## src/rtl/qcv_pkg.sv

```systemverilog
// Shared types and default sizing for the instruction prefetcher.
// Latency: n/a (types and constants only).
// Backpressure: n/a.
package qcv_pkg;

    localparam int unsigned QCV_DEPTH           = 3;
    localparam int unsigned QCV_MAX_OUTSTANDING = 2;

    // One buffered fetch result: instruction word, its PC, and bus error flag.
    typedef struct packed {
        logic [31:0] rdata;
        logic [31:0] addr;
        logic        err;
    } fetch_entry_t;

    localparam int unsigned FETCH_ENTRY_W = $bits(fetch_entry_t);

endpackage

```

## src/rtl/qcv_fetch_fifo.sv

```systemverilog
// Generic synchronous FIFO: push/pop/flush, head data, count, full, empty.
// Latency: a pushed word is visible at the head one cycle after the push edge.
// Backpressure: push ignored when full unless a pop happens the same cycle; pop ignored when empty.
//
// Ports: clk_i/rst_ni clock and async active-low reset; flush_i empties the
// FIFO (wins over push/pop); push_i/push_dat_i write; pop_i advances the head;
// head_dat_o current head; count_o/full_o/empty_o occupancy.
module qcv_fetch_fifo
    import qcv_pkg::*;
#(
    parameter int unsigned WIDTH = FETCH_ENTRY_W,
    parameter int unsigned DEPTH = QCV_DEPTH
) (
    input  logic                       clk_i,
    input  logic                       rst_ni,
    input  logic                       flush_i,
    input  logic                       push_i,
    input  logic [WIDTH-1:0]           push_dat_i,
    input  logic                       pop_i,
    output logic [WIDTH-1:0]           head_dat_o,
    output logic [$clog2(DEPTH+1)-1:0] count_o,
    output logic                       full_o,
    output logic                       empty_o
);

    localparam int unsigned PTR_W = (DEPTH > 1) ? $clog2(DEPTH) : 1;
    localparam int unsigned CNT_W = $clog2(DEPTH + 1);

    logic [WIDTH-1:0] mem_q [DEPTH];
    logic [WIDTH-1:0] mem_d [DEPTH];
    logic [PTR_W-1:0] wr_ptr_q, wr_ptr_d;
    logic [PTR_W-1:0] rd_ptr_q, rd_ptr_d;
    logic [CNT_W-1:0] count_q, count_d;
    logic             do_push, do_pop;

    // Pointers wrap at DEPTH, which need not be a power of two.
    function automatic logic [PTR_W-1:0] ptr_inc(input logic [PTR_W-1:0] p);
        return (p == PTR_W'(DEPTH - 1)) ? '0 : p + PTR_W'(1);
    endfunction

    assign empty_o    = (count_q == '0);
    assign full_o     = (count_q == CNT_W'(DEPTH));
    assign count_o    = count_q;
    assign head_dat_o = mem_q[rd_ptr_q];

    assign do_pop  = pop_i & ~empty_o;
    assign do_push = push_i & (~full_o | do_pop);

    always_comb begin
        mem_d    = mem_q;
        wr_ptr_d = wr_ptr_q;
        rd_ptr_d = rd_ptr_q;
        count_d  = count_q;
        if (flush_i) begin
            wr_ptr_d = '0;
            rd_ptr_d = '0;
            count_d  = '0;
        end else begin
            if (do_push) begin
                mem_d[wr_ptr_q] = push_dat_i;
                wr_ptr_d        = ptr_inc(wr_ptr_q);
            end
            if (do_pop) begin
                rd_ptr_d = ptr_inc(rd_ptr_q);
            end
            count_d = count_q + CNT_W'(do_push) - CNT_W'(do_pop);
        end
    end

    always_ff @(posedge clk_i or negedge rst_ni) begin
        if (!rst_ni) begin
            for (int i = 0; i < DEPTH; i++) begin
                mem_q[i] <= '0;
            end
            wr_ptr_q <= '0;
            rd_ptr_q <= '0;
            count_q  <= '0;
        end else begin
            mem_q    <= mem_d;
            wr_ptr_q <= wr_ptr_d;
            rd_ptr_q <= rd_ptr_d;
            count_q  <= count_d;
        end
    end

endmodule

```

## src/rtl/qcv_instr_prefetch.sv

```systemverilog
// Instruction prefetcher feeding the IF/ID register; flushes and redirects on branch_i.
// Latency: grant in cycle N, rvalid in N+1, valid_o in N+2 (no rvalid->valid_o bypass).
// Backpressure: ready_i low fills the FIFO; requests stop once buffered + in-flight reach DEPTH.
//
// Ports: req_i core enable; branch_i/addr_i redirect; valid_o/ready_i with
// rdata_o/addr_o/err_o head entry; instr_req_o/instr_gnt_i/instr_addr_o issue
// side and instr_rvalid_i/instr_rdata_i/instr_err_i response side of the
// instruction bus; busy_o request pending or response outstanding.
module qcv_instr_prefetch
    import qcv_pkg::*;
#(
    parameter int unsigned DEPTH           = QCV_DEPTH,
    parameter int unsigned MAX_OUTSTANDING = QCV_MAX_OUTSTANDING
) (
    input  logic        clk_i,
    input  logic        rst_ni,
    input  logic        req_i,
    input  logic        branch_i,
    input  logic [31:0] addr_i,
    input  logic        ready_i,
    output logic        valid_o,
    output logic [31:0] rdata_o,
    output logic [31:0] addr_o,
    output logic        err_o,
    output logic        instr_req_o,
    input  logic        instr_gnt_i,
    output logic [31:0] instr_addr_o,
    input  logic [31:0] instr_rdata_i,
    input  logic        instr_err_i,
    input  logic        instr_rvalid_i,
    output logic        busy_o
);

    localparam int unsigned OUT_W = $clog2(MAX_OUTSTANDING + 1);
    localparam int unsigned CNT_W = $clog2(DEPTH + 1);

    logic [31:0]      fetch_addr_q, fetch_addr_d;
    logic             addr_valid_q, addr_valid_d;
    logic             err_stop_q, err_stop_d;
    logic [OUT_W-1:0] discard_q, discard_d;

    fetch_entry_t     fifo_in, fifo_head;
    logic [CNT_W-1:0] fifo_count;
    logic             fifo_full, fifo_empty, fifo_push;

    logic [31:0]      rsp_pc;
    logic [OUT_W-1:0] outstanding;
    logic             pcq_full, pcq_empty;

    logic             pop, grant, accept_rsp, space_ok;

    // Response buffer; branch_i flushes it and masks any same-cycle push/pop.
    qcv_fetch_fifo #(
        .WIDTH (FETCH_ENTRY_W),
        .DEPTH (DEPTH)
    ) u_fifo (
        .clk_i      (clk_i),
        .rst_ni     (rst_ni),
        .flush_i    (branch_i),
        .push_i     (fifo_push),
        .push_dat_i (fifo_in),
        .pop_i      (pop),
        .head_dat_o (fifo_head),
        .count_o    (fifo_count),
        .full_o     (fifo_full),
        .empty_o    (fifo_empty)
    );

    // PCs of granted requests, in issue order. Its occupancy is the
    // outstanding count. Never flushed: dropped responses still retire here.
    qcv_fetch_fifo #(
        .WIDTH (32),
        .DEPTH (MAX_OUTSTANDING)
    ) u_pc_queue (
        .clk_i      (clk_i),
        .rst_ni     (rst_ni),
        .flush_i    (1'b0),
        .push_i     (grant),
        .push_dat_i (instr_addr_o),
        .pop_i      (instr_rvalid_i),
        .head_dat_o (rsp_pc),
        .count_o    (outstanding),
        .full_o     (pcq_full),
        .empty_o    (pcq_empty)
    );

    assign valid_o = ~fifo_empty & ~branch_i;
    assign rdata_o = fifo_head.rdata;
    assign addr_o  = fifo_head.addr;
    assign err_o   = fifo_head.err;
    assign pop     = valid_o & ready_i;

    // Reserve a FIFO slot for every in-flight request so a response can
    // always be accepted; a same-cycle pop frees one slot early.
    always_comb begin
        space_ok = (int'(fifo_count) - int'(pop) + int'(outstanding)) < int'(DEPTH);
    end

    assign instr_req_o  = req_i & addr_valid_q & ~err_stop_q & ~branch_i
                        & space_ok & ~pcq_full;
    // Low bits of fetch_addr_q are always zero; the mask keeps that explicit.
    assign instr_addr_o = fetch_addr_q & 32'hFFFF_FFFC;
    assign grant        = instr_req_o & instr_gnt_i;
    assign busy_o       = instr_req_o | ~pcq_empty;

    assign accept_rsp = instr_rvalid_i & (discard_q == '0);
    // The issue rule already prevents overflow; the full term only keeps the
    // push consistent with the FIFO's own acceptance.
    assign fifo_push  = accept_rsp & (~fifo_full | pop);

    always_comb begin
        fifo_in       = '0;
        fifo_in.rdata = instr_rdata_i;
        fifo_in.addr  = rsp_pc;
        fifo_in.err   = instr_err_i;
    end

    always_comb begin
        fetch_addr_d = fetch_addr_q;
        addr_valid_d = addr_valid_q;
        err_stop_d   = err_stop_q;
        discard_d    = discard_q;

        if (grant) begin
            fetch_addr_d = fetch_addr_q + 32'd4;
        end
        if (instr_rvalid_i && (discard_q != '0)) begin
            discard_d = discard_q - OUT_W'(1);
        end
        if (accept_rsp && instr_err_i) begin
            err_stop_d = 1'b1;
        end

        if (branch_i) begin
            fetch_addr_d = addr_i & 32'hFFFF_FFFC;
            addr_valid_d = 1'b1;
            err_stop_d   = 1'b0;
            // Every response still in flight after this cycle belongs to the
            // old stream, including ones already marked for discard.
            discard_d    = outstanding - OUT_W'(instr_rvalid_i);
        end
    end

    always_ff @(posedge clk_i or negedge rst_ni) begin
        if (!rst_ni) begin
            fetch_addr_q <= '0;
            addr_valid_q <= 1'b0;
            err_stop_q   <= 1'b0;
            discard_q    <= '0;
        end else begin
            fetch_addr_q <= fetch_addr_d;
            addr_valid_q <= addr_valid_d;
            err_stop_q   <= err_stop_d;
            discard_q    <= discard_d;
        end
    end

endmodule
```

## config.mk

```make
export PLATFORM = sky130hd
export DESIGN_NAME = qcv_instr_prefetch
export DESIGN_NICKNAME = d
export VERILOG_FILES = /design/src/rtl/qcv_pkg.sv /design/src/rtl/qcv_fetch_fifo.sv /design/src/rtl/qcv_instr_prefetch.sv
export SDC_FILE = /design/constraint.sdc
export NUM_CORES = 1
export LEC_CHECK = 0
export CAP_MARGIN = 20
export CORE_UTILIZATION = 51
export DETAILED_ROUTE_END_ITERATION = 6
export PLACE_DENSITY = 0.77
export REMOVE_ABC_BUFFERS = 1
export SYNTH_ARGS = -nofsm -noshare
export SYNTH_HDL_FRONTEND = slang
export SYNTH_HIERARCHICAL = 1
export SYNTH_SLANG_ARGS = --single-unit
```

## constraint.sdc

```tcl
create_clock -name clk_i -period 5.92 [get_ports clk_i]
set_input_delay 1.776 -clock clk_i [delete_from_list [all_inputs] [get_ports clk_i]]
set_output_delay 1.776 -clock clk_i [all_outputs]
set_load 0.1 [all_outputs]
```

== Word level (Yosys, flattened, before mapping) ==
Cells that the tools add are included.

* Bits in registers: 305
* Output and inout port bits: 100

* Muxes and demuxes: 27
* Eq/ne operators: 4
* Bitwise operators: 28
* Add/subtract/negate cells: 13
* Reductions and logical operators: 14
* Order comparisons: 7

{| class="wikitable"
|+ Operator list
! kind !! number
|-
| bitwise mux 195 bit || 1
|-
| 2-to-1 mux 65 bit || 3
|-
| 2-to-1 mux 32 bit || 6
|-
| binary-select mux 65 bit (select 2 bit) || 1
|-
| demux 65 bit (select 2 bit) || 1
|-
| bitwise mux 64 bit || 1
|-
| adder 32 x 3 -> 32 bit (second input constant) || 1
|-
| demux 32 bit (select 1 bit) || 1
|-
| 2-to-1 mux 2 bit || 9
|-
| bitwise AND 1 bit || 14
|-
| nonzero test 2 bit || 6
|-
| equality test 2 bit (second input constant) || 4
|-
| >= comparator 3 bit (second input constant) || 2
|-
| logical NOT 2 bit || 3
|-
| inverter 1 bit || 6
|-
| inverter 2 -> 3 bit || 2
|-
| subtractor 2 x 1 -> 2 bit || 3
|-
| adder 2 x 1 -> 2 bit || 2
|-
| adder 2 x 1 -> 2 bit (second input constant) || 2
|-
| adder 3 x 3 -> 4 bit || 1
|-
| >= comparator 2 bit (second input constant) || 2
|-
| logical AND 1 bit || 4
|-
| less-than comparator 4 x 3 -> 1 bit (second input constant) || 1
|-
| 2-to-1 mux 1 bit || 4
|-
| other kinds (8) || 13
|}

== Depth between registers and ports, before layout ==
* Depth in word-level cells: 13
* Mapped depth: 21

== Hierarchy ==
The synthesis kept the hierarchy.

{| class="wikitable"
|+ Modules (own cells, without submodules)
! module !! times used !! area each (µm²) !! cells each
|-
| qcv_fetch_fifo at u_fifo || 1 || 9054.9 || 665
|-
| qcv_fetch_fifo at u_pc_queue || 1 || 3106.7 || 195
|-
| qcv_instr_prefetch || 1 || 2223.4 || 256
|}

== Worst setup path after synthesis ==
Ideal clock, no wire load.

* Path kind: input port to output port
* From: input branch_i
* To: output busy_o
* Stages on the path: 15
* Setup slack: -3.218 ns
* Arrival: 7.362 ns
* Path buffers: 4
* Path through: buf_2 -> clkbuf_1 -> nor2_1 -> nand2_1 -> inv_1 -> ha_1 -> inv_1 -> ha_1 -> inv_1 -> fa_1 -> nand2b_1 -> a32oi_1 -> clkbuf_1 -> clkbuf_1 -> o21ai_0

* Word-level cells in the longest chain between the ends: 9

{| class="wikitable"
|+ RTL lines
! item !! RTL line !! source
|-
| start, declared || qcv_instr_prefetch.sv:18 || <nowiki>input logic branch_i,</nowiki>
|-
| inverter 1 bit (no line) || n/a ||
|-
| bitwise AND 1 bit || qcv_instr_prefetch.sv:87 || <nowiki>assign valid_o = ~fifo_empty & ~branch_i;</nowiki>
|-
| via valid_o || qcv_instr_prefetch.sv:21 || <nowiki>output logic valid_o,</nowiki>
|-
| bitwise AND 1 bit || qcv_instr_prefetch.sv:91 || <nowiki>assign pop = valid_o & ready_i;</nowiki>
|-
| via pop || qcv_instr_prefetch.sv:50 || <nowiki>logic pop, grant, accept_rsp, space_ok;</nowiki>
|-
| subtractor 2 x 1 -> 3 bit || qcv_instr_prefetch.sv:96 || <nowiki>space_ok = (int'(fifo_count) - int'(pop) + int'(outstanding)) < int'(DEPTH);</nowiki>
|-
| adder 3 x 3 -> 4 bit || qcv_instr_prefetch.sv:96 ||
|-
| less-than comparator 4 x 3 -> 1 bit || qcv_instr_prefetch.sv:96 ||
|-
| bitwise AND 1 bit (2 in series) || qcv_instr_prefetch.sv:100 || <nowiki>& space_ok & ~pcq_full;</nowiki>
|-
| OR 1 bit || qcv_instr_prefetch.sv:104 || <nowiki>assign busy_o = instr_req_o | ~pcq_empty;</nowiki>
|-
| end, declared || qcv_instr_prefetch.sv:31 || <nowiki>output logic busy_o</nowiki>
|}

The timed path passes the listed nets, and every way through them passes these cells.

== Final worst setup path ==
* From: input branch_i
* To: output instr_req_o

* Word-level cells in the longest chain between the ends: 8

{| class="wikitable"
|+ RTL lines
! item !! RTL line !! source
|-
| inverter 1 bit (no line) || n/a ||
|-
| bitwise AND 1 bit || qcv_instr_prefetch.sv:87 ||
|-
| bitwise AND 1 bit || qcv_instr_prefetch.sv:91 ||
|-
| via pop || qcv_instr_prefetch.sv:50 ||
|-
| subtractor 2 x 1 -> 3 bit || qcv_instr_prefetch.sv:96 ||
|-
| adder 3 x 3 -> 4 bit || qcv_instr_prefetch.sv:96 ||
|-
| less-than comparator 4 x 3 -> 1 bit || qcv_instr_prefetch.sv:96 ||
|-
| bitwise AND 1 bit (2 in series) || qcv_instr_prefetch.sv:100 ||
|-
| end, declared || qcv_instr_prefetch.sv:25 || <nowiki>output logic instr_req_o,</nowiki>
|}

The timed path passes the listed nets, and every way through them passes these cells.

==> results.md <==
Placement:
- Routability-driven placement finished with a final weighted congestion of 0.755.
- The count of buffers added on input and output ports is 167.
- The detailed placer's ending HPWL is 20.1 mm.
- OpenSTA, run right after detailed placement, puts the worst setup slack at 6.94 ps.

Detailed routing:
- The count of TritonRoute iterations in the first routing pass is 4.
- The DRC marker count from the first detailed-route iteration is 517.
- In the final routed layout, each cell accounts on average for 19.1 µm.
- The DRC violation count after routing is 0.
- The count of nets left with antenna violations once routing finished came out at 0.
- For this block, the routed nets add up to 32.2 mm of wire.
- Using the TritonRoute via totals, the vias-per-cell ratio works out to 5.56.
- Detailed routing inserted a total of 9359 vias.

Timing:
- Setup slack on the critical path of the routed design comes to 228 ps.
- Static timing analysis puts the maximum clock frequency at 176 MHz.
- The clock tree skew after final layout is 6.22 ps.
- The clock period minus worst slack is 5690 ps.
- Of the available clock period, the critical path in the final layout requires 0.961.
- Setup violations remaining at the end of the flow were counted as 0.
- The number of max-slew violations in the final report is 0.
- The pin slew with the least headroom to its limit is 1040 ps.
- Setup repair after global routing left no endpoint under its margin.
- The worst pin sits at a relative slew slack of 0.303.
- The final hold violation count came to 0.
- Final hold analysis gives a worst-case slack of 489 ps.

Clock tree:
- The clock reaches the later pin of the worst-skew pair after 550 ps.
- Clock tree synthesis found a total of 303 sinks.
- The clock buffer count from CTS is 31.
- CTS placed an instance of clkbuf_16 at the clock tree root.
- In this run the number of H-tree levels came out at 1.
- The number of hold buffers added after CTS was 0.
- TritonCTS built the clock tree.
- The number of buffers on the longest clock path is 3.
- Clock-pin slew was measured on the worst setup and hold paths at 60 ps.

Cells and area:
- In the final layout, the multi-input gates occupy 6410 µm².
- From synthesis to final layout, the design area changed by 21.2%.
- Once layout is complete, the utilization of the core stands at 0.627.
- The share of final-layout standard cells stronger than drive strength 1 is 0.290.
- The sequential cells in the finished layout cover a total of 7590 µm².
- The number of antenna diodes in the final layout is 0.
- The net total in the final layout is 1367.
- The fill cell total of the finished layout is 2214.

Floorplanning:
- During I/O placement, the number of pins put on the boundary was 172.
- The die covers 28900 µm².
- The core region is 27800 µm².
- The site row count is 61.
- The die boundary height is 170 µm.
- The initial utilization of the core area, before any placement, comes to 0.518.
- The floorplan die width is 170 µm.

Global route:
- Entering global routing, the biggest net connects 122 pins.
- The first global-routing pass estimated 52.2 mm of wire.
- The via count of the first global-routing pass is 9667.
- The remaining global-route overflow is 0.
- The initial antenna violation count was 0.
- In the global route stage, overall resource usage came out at 0.228.

Synth:
- Among all flip-flop cells after synthesis, the most frequent one is dfrtp_1.
- During synthesis, Yosys emitted a total of 6 warnings.
- The average instance area after synthesis is 12.9 µm².
- The cell count after synthesis is 1116.
- In the post-synthesis netlist, the biggest area contributors are dfrtp_1 (53%), mux2_2 (11%), mux2_4 (7.2%), mux2_1 (7.0%), mux2i_1 (4.6%).
- The share of synthesized area in the top cell type comes to 0.527.
- The largest total area in the synthesized netlist belongs to dfrtp_1.
- The share of flip-flops with an asynchronous set or reset after synthesis is 1.00.
- The cell area after synthesis is 14400 µm².
- Counting distinct cell types in the post-synthesis netlist gives 59.
- Yosys mapped a number of flops with a built-in enable equal to 0.
- In this run, synthesis produced a sequential element count of 303.
- The sequential-to-total area share from yosys stat is 0.527.

Critical path:
- The endpoint kind of the worst setup timing path is an output port.
- Along the worst path, the maximum fanout reaches 3.
- At the worst endpoint, the arrival time is 3920 ps.
- The element type at the critical path start is an input port.
- The startpoint-to-endpoint class of the critical path is input port to output port.
- STA puts the critical path data required time at 4140 ps.

Worst hold path:
- The path class of the tightest hold or removal check is flip-flop to flip-flop.

Status:
- The flow ran to the end, and the final reports show no timing, DRC or antenna violations.

Pwr:
- The worst vdd rail ir drop is 0.438 mV.
- In this run the power density over the cells is 506 nW/µm².
- The design draws 8.81 mW.
- The leakage power is 8.08 nW.

Flow run:
- The tool flagged a number of max-cap violations equal to 0.
power by group:
part           total [mW]  leakage (nW)  internal (mW)  switching (mW)
registers            3.02          3.98           2.66           0.366
logic                3.73          3.57           1.22            2.52
clock network        2.06         0.536           1.25           0.805
total                8.81          8.08           5.12            3.69
synth_stat cells (all sizes together) (5+ instances only):
master,number
mux2,294
nand2,101
a21o,6
nor4,12
buf,47
dfrtp,303
nand3,10
o21ai,88
clkbuf,23
a21oi,5
a211o,5
nor3,9
nor2b,6
and2,7
nand4,7
inv,23
mux2i,66
xnor2,16
nor2,21
ha,11
per-layer routing:
| metal | track usage | vias up | routed length [µm] |
|---|---|---|---|
| li1 | - | 4279 | - |
| met1 | 0.312 | 4794 | 14600 |
| met2 | 0.378 | 231 | 15500 |
| met3 | 0.0323 | 55 | 1400 |
| met4 | 0.0607 | 0 | 732 |
| met5 | 0 | - | 0 |
kinds of logic (layout without fill, tap and decap cells):
| group | after synthesis | in the layout | synth area share |
|---|---|---|---|
| mux | 360 | 360 | 0.294 |
| flops | 303 | 303 | 0.527 |
| simple gates | 201 | 201 | 0.0691 |
| compound gates | 125 | 125 | 0.0511 |
| buf+inv | 94 | 273 | 0.0352 |
| xor+xnor | 20 | 20 | 0.0122 |
| fa+ha+maj | 12 | 12 | 0.0110 |
| other cells | 1 | 12 | 0.000261 |
worst paths after layout:
check	startpoint	endpoint	slack [ps]	cells past startpoint
setup / recovery	branch_i	instr_req_o	230	14
hold / removal	u_fifo/mem_q[39]	u_fifo/mem_q[39]	490	1
setup reg to reg	u_fifo/count_o[1]	u_pc_queue/mem_q[37]	1750	19
hold reg to reg	u_fifo/mem_q[39]	u_fifo/mem_q[39]	490	1
max in group asynchronous	rst_ni	u_fifo/mem_q[15]	3340	2
min in group asynchronous	rst_ni	u_fifo/mem_q[113]	1320	1
state kept, by name, summed over array words and instances (netlist names):
| register | flops |
|---|---|
| addr_valid_q | 1 |
| discard_q | 2 |
| err_stop_q | 1 |
| fetch_addr_q | 30 |
| u_fifo/count_o | 2 |
| u_fifo/mem_q | 195 |
| u_fifo/rd_ptr_q | 2 |
| u_fifo/wr_ptr_q | 2 |
| u_pc_queue/count_o | 2 |
| u_pc_queue/mem_q | 64 |
| u_pc_queue/rd_ptr_q | 1 |
| u_pc_queue/wr_ptr_q | 1 |
critical path, cell delays in order:
cell	delay, ps
buf_2	100
nor2_1	150
nand2_2	90
inv_2	60
ha_1	210
inv_1	60
ha_2	160
inv_1	60
fa_1	490
nand2b_4	160
a32oi_4	230
buf_6	150
nor2_4	40
buf_12	170
repair_timing:
action                     in CTS  in global routing
setup endpoints to repair       2                  2
cloned                          0                  0
pin swaps                       0                  2
resized for setup               2                 11
buffers inserted                0                  2
cell usage in the layout (no fill, tap or decap), types with 5 or more instances in the layout:
master,n
conb_1,12
dfrtp_1,301
clkbuf_8,10
nand4_1,6
inv_1,22
a211o_1,5
mux2i_1,66
xnor2_1,16
mux2_4,69
and2_1,7
mux2_2,136
ha_1,10
clkinv_2,6
nor4_1,11
buf_4,87
a21o_1,6
clkdlybuf4s50_1,97
mux2_1,89
nor2_1,20
o21ai_0,87
clkbuf_16,31
nor3_1,9
buf_12,5
nand3_1,7
a21oi_1,5
nand2_1,100
metrics by stage:
stage / cell area, µm² / cells / setup TNS [ps]
after floorplan: 14000 / 1057 / -314320
after global placement: 16300 / 1626 / 0
after detailed placement: 16300 / 1626 / 0
after CTS: 17400 / 1682 / 0
after global routing: 17400 / 1684 / 0
final: 17400 / 1684 / 0
layout make-up:
class                   count  area share
inverters                  24     0.00517
clock inverters            14      0.0103
flip-flops and latches    303       0.435
repair buffers            193       0.101
multi-input cells         730       0.368
clock buffers              42      0.0526
well taps                 378      0.0271
Power figures use the tool's default switching activity.
